==> src/rtl/mem_bus_arbiter.sv <==
// mem_bus_arbiter: two-master round-robin arbiter and wait-state sequencer for the external memory bus
module mem_bus_arbiter #(
  parameter int WAIT_STATES = 2,
  parameter int CNT_W = 4
) (
  input  logic        CLK,
  input  logic        rst,
  input  logic        req0,
  input  logic        wr_rd0,
  input  logic [31:0] addr0,
  input  logic [31:0] wdata0,
  output logic [31:0] rdata0,
  output logic        ack0,
  output logic        gnt0,
  input  logic        req1,
  input  logic        wr_rd1,
  input  logic [31:0] addr1,
  input  logic [31:0] wdata1,
  output logic [31:0] rdata1,
  output logic        ack1,
  output logic        gnt1,
  output logic        CS,
  output logic        WR_RD,
  output logic [31:0] ADDR,
  output logic [31:0] Data_BUS_WRITE,
  input  logic [31:0] Data_BUS_READ,
  output logic        busy
);
  localparam logic [1:0] IDLE   = 2'd0;
  localparam logic [1:0] ACCESS = 2'd1;
  localparam logic [1:0] DONE   = 2'd2;
  logic [1:0]       state;
  logic [CNT_W-1:0] cnt;
  logic             last_grant;
  logic             owner;
  logic             any_req;
  logic             pick1;
  logic             grant;
  logic             finish;
  // Master 1 wins when alone, or on a tie when master 0 had the previous grant
  always_comb begin
    any_req = req0 | req1;
    pick1   = req1 & (~req0 | ~last_grant);
    grant   = (state == IDLE) & any_req;
    finish  = (state == ACCESS) & (cnt == '0);
  end
  // Sequencer: grant, count wait states, pulse ack, then one DONE cycle back to IDLE
  always_ff @(posedge CLK or negedge rst) begin
    if (!rst) begin
      state      <= IDLE;
      cnt        <= '0;
      last_grant <= 1'b1;
      owner      <= 1'b0;
      CS         <= 1'b0;
      ack0       <= 1'b0;
      ack1       <= 1'b0;
      gnt0       <= 1'b0;
      gnt1       <= 1'b0;
      busy       <= 1'b0;
    end else if (grant) begin
      state      <= ACCESS;
      cnt        <= CNT_W'(WAIT_STATES);
      owner      <= pick1;
      last_grant <= pick1;
      CS         <= 1'b1;
      gnt0       <= ~pick1;
      gnt1       <= pick1;
      busy       <= 1'b1;
    end else if (finish) begin
      state <= DONE;
      CS    <= 1'b0;
      ack0  <= ~owner;
      ack1  <= owner;
    end else if (state == ACCESS) begin
      cnt <= cnt - 1'b1;
    end else if (state != IDLE) begin
      state <= IDLE;
      CS    <= 1'b0;
      ack0  <= 1'b0;
      ack1  <= 1'b0;
      gnt0  <= 1'b0;
      gnt1  <= 1'b0;
      busy  <= 1'b0;
    end
  end
  // Bus latch on grant; read data captured for the owner in the final access cycle
  always_ff @(posedge CLK or negedge rst) begin
    if (!rst) begin
      WR_RD          <= 1'b0;
      ADDR           <= '0;
      Data_BUS_WRITE <= '0;
      rdata0         <= '0;
      rdata1         <= '0;
    end else if (grant) begin
      WR_RD          <= pick1 ? wr_rd1 : wr_rd0;
      ADDR           <= pick1 ? addr1 : addr0;
      Data_BUS_WRITE <= pick1 ? wdata1 : wdata0;
    end else if (finish && !WR_RD) begin
      rdata0 <= owner ? rdata0 : Data_BUS_READ;
      rdata1 <= owner ? Data_BUS_READ : rdata1;
    end
  end
endmodule

==> config.mk <==
export PLATFORM = sky130hd
export DESIGN_NAME = mem_bus_arbiter
export DESIGN_NICKNAME = d
export VERILOG_FILES = /design/src/rtl/mem_bus_arbiter.sv
export SDC_FILE = /design/constraint.sdc
export NUM_CORES = 1
export LEC_CHECK = 0
export BUFFER_PORTS_ARGS = -buffer_cell sky130_fd_sc_hd__buf_2
export CAP_MARGIN = 15
export CORE_MARGIN = 5
export CORE_UTILIZATION = 50
export CTS_CLUSTER_SIZE = 12
export DETAILED_ROUTE_END_ITERATION = 16
export GPL_TIMING_DRIVEN = 0
export HOLD_SLACK_MARGIN = 0.06
export PLACE_DENSITY = 0.86
export RECOVER_POWER = 100
export SLEW_MARGIN = 20
export SYNTH_ARGS = -nofsm -noshare
export SYNTH_HDL_FRONTEND = slang
export SYNTH_SLANG_ARGS = --single-unit
==> constraint.sdc <==
create_clock -name CLK -period 2.5 [get_ports CLK]
set_input_delay 0.125 -clock CLK [delete_from_list [all_inputs] [get_ports CLK]]
set_output_delay 0.125 -clock CLK [all_outputs]
set_load 0.1 [all_outputs]
# Word-level counts from Yosys, hierarchy flattened
# Index checks and enable logic that the tools add are counted.
# totals
reg_bits	143
in_bits	166
# classes
n_bitwise	10
mux	20
n_reduce_logical	15
n_eq_ne	5
add_sub_neg	1
# ops
op	count
2-to-1 mux 32 bit	2
2-to-1 mux 4 bit	3
AND reduction 3 bit	4
2-to-1 mux 1 bit	11
2-to-1 mux 2 bit	4
nonzero test 2 bit	4
!= test 2 bit, second input constant	3
inverter 1 bit	5
zero test 4 bit	1
AND reduction 2 bit	2
subtractor 4 x 1 -> 4 bit, second input constant	1
AND 1 bit	3
!= test 3 bit, second input constant	1
nonzero test 3 bit	1
equality test 2 x 1 -> 1 bit, second input constant	1
zero test 2 bit	1
OR 1 bit	2
logical AND 1 bit	1
zero test 1 bit	1

# Longest topological paths before layout
# Gate-level depths: netlist of run 1.
# depth
word_depth	5
depth_mapped	6
mapped_depth_nobuf	5

# Least setup slack after synthesis of run 1
# No wires, ideal clock.
# synth_timing
kind	register to register
from	register state[0]
to	register rdata0[10]
setup_ns	0.125
synth_period_minus_slack_ns	2.123
n_path_buf	1
setup_slack_ns	0.377
t_required_ns	2.375
stages_incl_launch_ff	5
arrival_time_ns	1.997
path_cell_list	dfrtp_1 -> nor2b_4 -> nand4_4 -> buf_6 -> mux2_4
# synth_via
elab_chain_len	4
word_cells_on_any_way	7
# synth_rtl
element	line_no	text
from (decl)	32	logic [1:0] state;
from (signal assigned)	50	state <= IDLE;
from (signal assigned)	61	state <= ACCESS;
from (signal assigned)	70	state <= DONE;
equality test 2 x 1 -> 1 bit / zero test 2 bit (equally long branches)	45, 44	
AND 1 bit (on tied branches)	45, 44	
logical AND 1 bit / inverter 1 bit (equally long branches)	--	
AND reduction 3 bit (no line) *	--	
to (signal assigned)	99	rdata0 <= owner ? rdata0 : Data_BUS_READ;
to (decl)	12	output logic [31:0] rdata0,
# Mark *: on every way between the ends. The rest lies on a longest branch, timed or not.
# A chain may end at the register's enable or synchronous reset.

# Final worst setup path of run 1
# layout_timing
from	register state[0]
to	register Data_BUS_WRITE[27]
# layout_via
elab_chain_len	2
# layout_rtl
element	line_no	text
zero test 2 bit	44	grant = (state == IDLE) & any_req;
AND 1 bit	44	
to (signal assigned)	97	Data_BUS_WRITE <= pick1 ? wdata1 : wdata0;
to (decl)	25	output logic [31:0] Data_BUS_WRITE,
# Every way passes these cells.

==> results of run 1 <==
==> state kept, by name, indices dropped and copies added, names as in the netlist, 2 cells and up <==
signal          flops
ADDR               32
rdata1             32
Data_BUS_WRITE     32
cnt                 4
rdata0             32
state               2
==> routing by layer <==
layer  GRT usage, %  share of wire, %
met1          39.75                34
met2          61.17                50
met3          11.10               9.7
met4          21.92               6.5
met5              0                 0
==> logic make-up (layout without fill, tap and decap cells) <==
| group | count (synthesis) | in the layout |
|---|---|---|
| other | 0 | 6 |
| flip-flops | 142 | 142 |
| buffers and inverters | 42 | 538 |
| adder cells (fa/ha/maj) | 2 | 2 |
| multiplexers | 67 | 67 |
| AND/OR/NAND/NOR | 25 | 25 |
| AO/OA/AOI/OAI | 142 | 142 |
==> cell usage after synthesis (4+ instances only) <==
cell,count,area [um2]
nor3_1,5,25.02
a21boi_0,56,420.4
inv_1,6,22.52
dfrtp_1,141,3528
a221o_1,65,650.6
o21ai_0,5,25.02
a21boi_1,8,60.06
buf_2,13,65.06
a21o_1,4,30.03
buf_6,9,101.4
mux2_2,4,45.04
mux2_4,60,900.9
clkbuf_1,14,52.55
==> per-stage QoR <==
step / hold slack [ps] / cell area (um2) / instances / setup WS, ps / TNS [ps]
final: 134.1 / 9836 / 1090 / 51.93 / 0
after global routing: 162.0 / 9831 / 1088 / 19.51 / 0
after CTS: 111.2 / 10170 / 1084 / 92.98 / 0
after detailed placement: 117.7 / 7959 / 889 / 606.4 / 0
after global placement: 354.2 / 7921 / 888 / -491.3 / -67710
after floorplan: -170.6 / 6210 / 420 / 377.2 / 0
==> final cells by class <==
cell class	count	area, um2	share of cell area [%]
timing repair buffer	464	2992	30.42
inverter	6	22.52	0.2290
clock inverter	13	140.1	1.425
clock buffer	19	442.9	4.503
multi-input combinational	236	2255	22.92
tap	168	210.2	2.137
buffer	36	203.9	2.074
sequential	142	3555	36.14
antenna	6	15.01	0.1527
==> worst min-delay path, cell delays in order <==
cell	delay, ps
buf_2	110
nor3_1	70
o21ai_0	130
o21ai_0	70
==> cell usage in the layout, fill, tap and decap left out, types with 3 or more instances in the layout <==
cell             n
a21boi_0        56
a21boi_1         8
a21o_1           4
a221o_1         65
buf_2          172
buf_6            5
clkbuf_1       148
clkbuf_16       17
clkbuf_2         9
clkinv_2         3
clkinvlp_4       4
dfrtp_1        141
diode_2          6
dlygate4sd3_1  163
inv_1            6
mux2_1          38
mux2_2           4
mux2_4          22
mux2i_1          3
nand2_1          3
nor3_1           5
o21ai_0          5
==> path summary, 6_finish.rpt <==
| check | end | slack (ps) | cells past startpoint |
|---|---|---|---|
| setup reg to reg | Data_BUS_WRITE[27] | 50 | 6 |
| max in group asynchronous | last_grant | 560 | 3 |
| hold reg to reg | gnt1 | 480 | 1 |
| setup / recovery | Data_BUS_WRITE[27] | 50 | 6 |
| hold / removal | cnt[3] | 130 | 4 |
| min in group asynchronous | rdata0[8] | 790 | 2 |
==> timing repair <==
action | in CTS | in global routing
buffers inserted | 0 | 0
gates resized for setup | 0 | 6
hold buffers | 163 | 0
setup endpoints to repair | 0 | 28
endpoints found under the hold margin | 197 | 0
==> metrics, run 1 <==
outcome=complete, but fails checks; failing checks=capacitance limit, slew limit; Worst Setup Start Kind=flop; GR Util All Layers=36.18%; number of port buffers=300; post-synth cell types=33; simple-gate share of the synthesized area=3.244%; post-route ant nets=0; Worst setup startpoint=state[0]; Core Util, Final=81.21%; multiplexer share of the synthesized area=15.72%; worst reg2reg startpoint=state[0]; largest family of logic cells by synthesized area=compound AO/OA/AOI/OAI gates; Final min period=2448 ps; FP Rows=40; post-synthesis cell count=420; CTS Root Cell=clkbuf_16; Pre-antenna DRT Iters=4; initial core utilization=51.27%; Mapped Avg Cell Area=14.79 um2; part of the Yosys area used for sequential elements=57.24%; CP dominant cell by count=clkbuf_2; Worst Hold Class=in2reg; Ports=301; TritonCTS buffer count=17; Worst Max-Slew Pin Slew=1835 ps; Hold Crit Start=req1; CP Capture Type=flop; max_cap viols=1; Netlist Area Pre-Place=6210 um2; Total Wirelength=26.63 mm; gpl congestion=0.8775; die area=14750 um2; ys flop type=dfrtp_1; initial antenna violation count=4; first-pass GRT wire length=40.10 mm; Seq cells post-synth=142; Area Overhead vs Synth=58.39%; fin. max-slew vios=69; Synth async-reset ratio=100.0%; EDFF count, synth=0; Worst EP required=2790 ps; Synth Area in XOR/XNOR=0%; H-tree levels=4; skew final=8.577 ps; critical path arrival=2740 ps; drc violations=0; WL/cell=24.43 um; largest net degree at the start of global routing=75; FMAX=408.5 MHz; RSZ-0062 raised after global routing=false; clock-pin slew of the registers on the worst-case setup and hold paths=70 ps; chip height=121.4 um; Synth warnings=0; Final nets=1071; DP Wirelength=14.76 mm; Worst path slowest cell=dlygate4sd3_1; global route overflow=0; CP top delay family=buffers and inverters; cell chain of the critical path=nor2_2, clkbuf_2, clkbuf_2, a21boi_0, a221o_1, dlygate4sd3_1; Fillers=775; CTS tree=built; worst slew slack as a fraction of its limit=-22.35%; CP max stage delay=590 ps; number of buffers on the longest clock path=2; vias after detailed routing=6321; Iter 0 DRT Violations=678; share of cells above drive strength 1=27.51%; vias in the first global route=6893; Die W=121.4 um; Core Box Area=12110 um2; Fin. Hold Viols=0; via density per instance=5.799; final setup vio count=0; Skew-Pair Late Insertion Delay=420 ps; Synth Area in Compound Gates=19.50%; syn nets=588; Crit Path Max Fanout=10; clk sink count=142; period utilization=97.92%; Buf+Inv Stages, Crit Path=3; critical path class=reg2reg; adder-cell share of the synthesized area=0.4030%
Power of run 1 is left out: the tool's default activity adds up to more than one toggle a clock period on the data nets, which glitch-free logic cannot reach.
==> run 2, diff against run 1 <==
--- a/config.mk
+++ b/config.mk
@@ -9,3 +9,3 @@
 export CAP_MARGIN = 15
-export CORE_MARGIN = 5
+export CORE_MARGIN = 4
 export CORE_UTILIZATION = 50
--- a/constraint.sdc
+++ b/constraint.sdc
@@ -3,2 +3,2 @@
 set_output_delay 0.125 -clock CLK [all_outputs]
-set_load 0.1 [all_outputs]
+set_load 0.005 [all_outputs]
==> run 2 against run 1 <==
Compared with the run above:
- the flow now finishes without violations
- clock skew rose by 17 ps
- first-iteration DRC count rose by 15%
- cell count fell by 0.28%
- die area fell by 3.3%
- maximum frequency rose by 1.5%
- non-clock buffer count did not move
- utilization rose by 0.55 points
- design area rose by 0.27%
- critical path depth did not move
- worst hold slack improved by 38 ps
- register-to-register slack improved by 40 ps
- wire length rose by 2.5%
==> metrics, run 2 (synthesis gave the netlist of run 1 again) <==
max_cap viols=0; vias after detailed routing=6412; Total Power=12.14 mW; CTS Root Cell=clkbuf_16; Worst Max-Slew Pin Slew=1456 ps; Area Overhead vs Synth=58.82%; vias in the first global route=7036; Area after DPL=7959 um2; number of port buffers=300; WL/cell=25.11 um; chip height=119.4 um; Worst VDD drop=612.9 uV; most frequent cells in the layout=199 x buf_2, 163 x dlygate4sd3_1, 141 x dfrtp_1; Crit Path Max Fanout=10; largest net degree at the start of global routing=88; FMAX=414.5 MHz; critical path class=reg2reg; post-CTS setup buffers=0; FP Rows=40; Int Pwr=7.984 mW; DP Wirelength=15.02 mm; Net Sw Frac=34.24%; TritonCTS buffer count=17; commonest non-fill, non-tap cell in the layout=buf_2; post-route ant nets=0; gpl congestion=0.9126; Pre-antenna DRT Iters=6; Final min period=2413 ps; Final Cell Area=9862 um2; period utilization=96.50%; H-tree levels=4; Reg area=3555 um2; initial core utilization=51.48%; Worst Setup Start Kind=flop; CP Capture Type=flop; Ports=301; NetSw=4.158 mW; Flop pwr share=35.1%; area of the multi-input gates=2211 um2; fin. max-slew vios=0; first-pass GRT wire length=41.41 mm; Skew-Pair Late Insertion Delay=440 ps; Fillers=715; clk sink count=142; Lkg Pwr=4.672 nW; initial antenna violation count=3; Clock power frac=23.8%; via density per instance=5.899; final setup vio count=0; global route overflow=0; Iter 0 DRT Violations=777; combinational group share of total power=41.1%; Worst EP required=2820 ps; Core Box Area=12060 um2; Worst Hold Class=in2reg; Die W=119.4 um; Fin. Hold Viols=0; worst slew slack as a fraction of its limit=2.956%; clock-pin slew of the registers on the worst-case setup and hold paths=70 ps; share of cells above drive strength 1=29.15%; outcome=completed; die area=14270 um2; PwrDens=1231 nW/um2; RSZ-0062 raised after global routing=false; Total Wirelength=27.30 mm; GR Util All Layers=38.39%; drc violations=0; skew final=25.60 ps; critical path arrival=2730 ps; number of buffers on the longest clock path=2; CTS tree=built; Final nets=1071
-- run 2: cell count changes in the layout (fill, tap and decap cells not counted), moves of 2 or more --
cell / delta
clkbuf_1: -29
buf_2: +27
mux2_1: +13
mux2_4: -13
clkbuf_2: +6
bufinv_16: +3
clkbuf_8: +3
clkinvlp_4: -3
diode_2: -3
buf_4: -2
buf_6: -2
clkinv_4: -2
-- run 2: power by group through the flow --
stage | Sequential [mW] | Clock, mW | Combinational (mW)
global placement | 4.03 | 0 | 4.11
floorplan | 4.11 | 0 | 2.33
CTS | 4.11 | 2.87 | 5.30
finish | 4.26 | 2.89 | 4.99
global route | 4.34 | 3.02 | 5.32
detailed placement | 4.10 | 0 | 4.30
-- run 2: critical path: stages, from the launching register on --
cell and delay, ps:
dfrtp_1 500, nor2_4 90, and3_1 210, clkbuf_2 230, clkbuf_2 250, a221o_1 430
dlygate4sd3_1 600
-- run 2: what timing repair did --
item	4_1_cts	5_1_grt
hold buffers	163	0
gates resized for setup	0	10
endpoints found under the hold margin	184	0
endpoints found under the setup margin	0	30
-- run 2: final timing paths --
check | startpoint | endpoint | depth (start not counted) | slack (ps)
min reg2reg | gnt0 | gnt0 | 1 | 480
max reg2reg | state[0] | ADDR[3] | 6 | 90
min in group asynchronous | rst | rdata1[9] | 2 | 590
max | state[0] | ADDR[3] | 6 | 90
max in group asynchronous | rst | rdata0[28] | 3 | 420
min | req1 | cnt[3] | 4 | 170
-- run 2: routing by layer --
| metal | vias to the layer above | track usage [%] | share of wire [%] |
|---|---|---|---|
| li1 | 2585 | - | - |
| met1 | 3116 | 42.37 | 34 |
| met2 | 563 | 63.95 | 49 |
| met3 | 148 | 11.73 | 10 |
| met4 | 0 | 25.20 | 6.2 |
| met5 | - | 0 | 0 |
-- run 2: area by class of cell --
cell class                 count  share of cell area, %
tap                          168                  2.131
clock inverter                10                  1.840
buffer                        36                  1.840
sequential                   142                  36.04
antenna                        3                0.07612
multi-input combinational    236                  22.42
clock buffer                  22                  4.910
inverter                       6                 0.2284
timing repair buffer         464                  30.51
-- run 2: metrics by stage --
step	setup TNS (ps)	hold WS (ps)	cells	utilization [%]	setup WS, ps
after floorplan	0	-170.6	420	-	794.7
after global placement	-72470	355.6	888	65.67	-524.2
after detailed placement	0	78.18	889	65.99	608.8
after CTS	0	144.4	1084	85.03	101.9
after global routing	0	186.7	1087	81.76	24.31
final	0	172.2	1087	81.76	87.38
No activity file was read; power rests on OpenSTA's default activity.
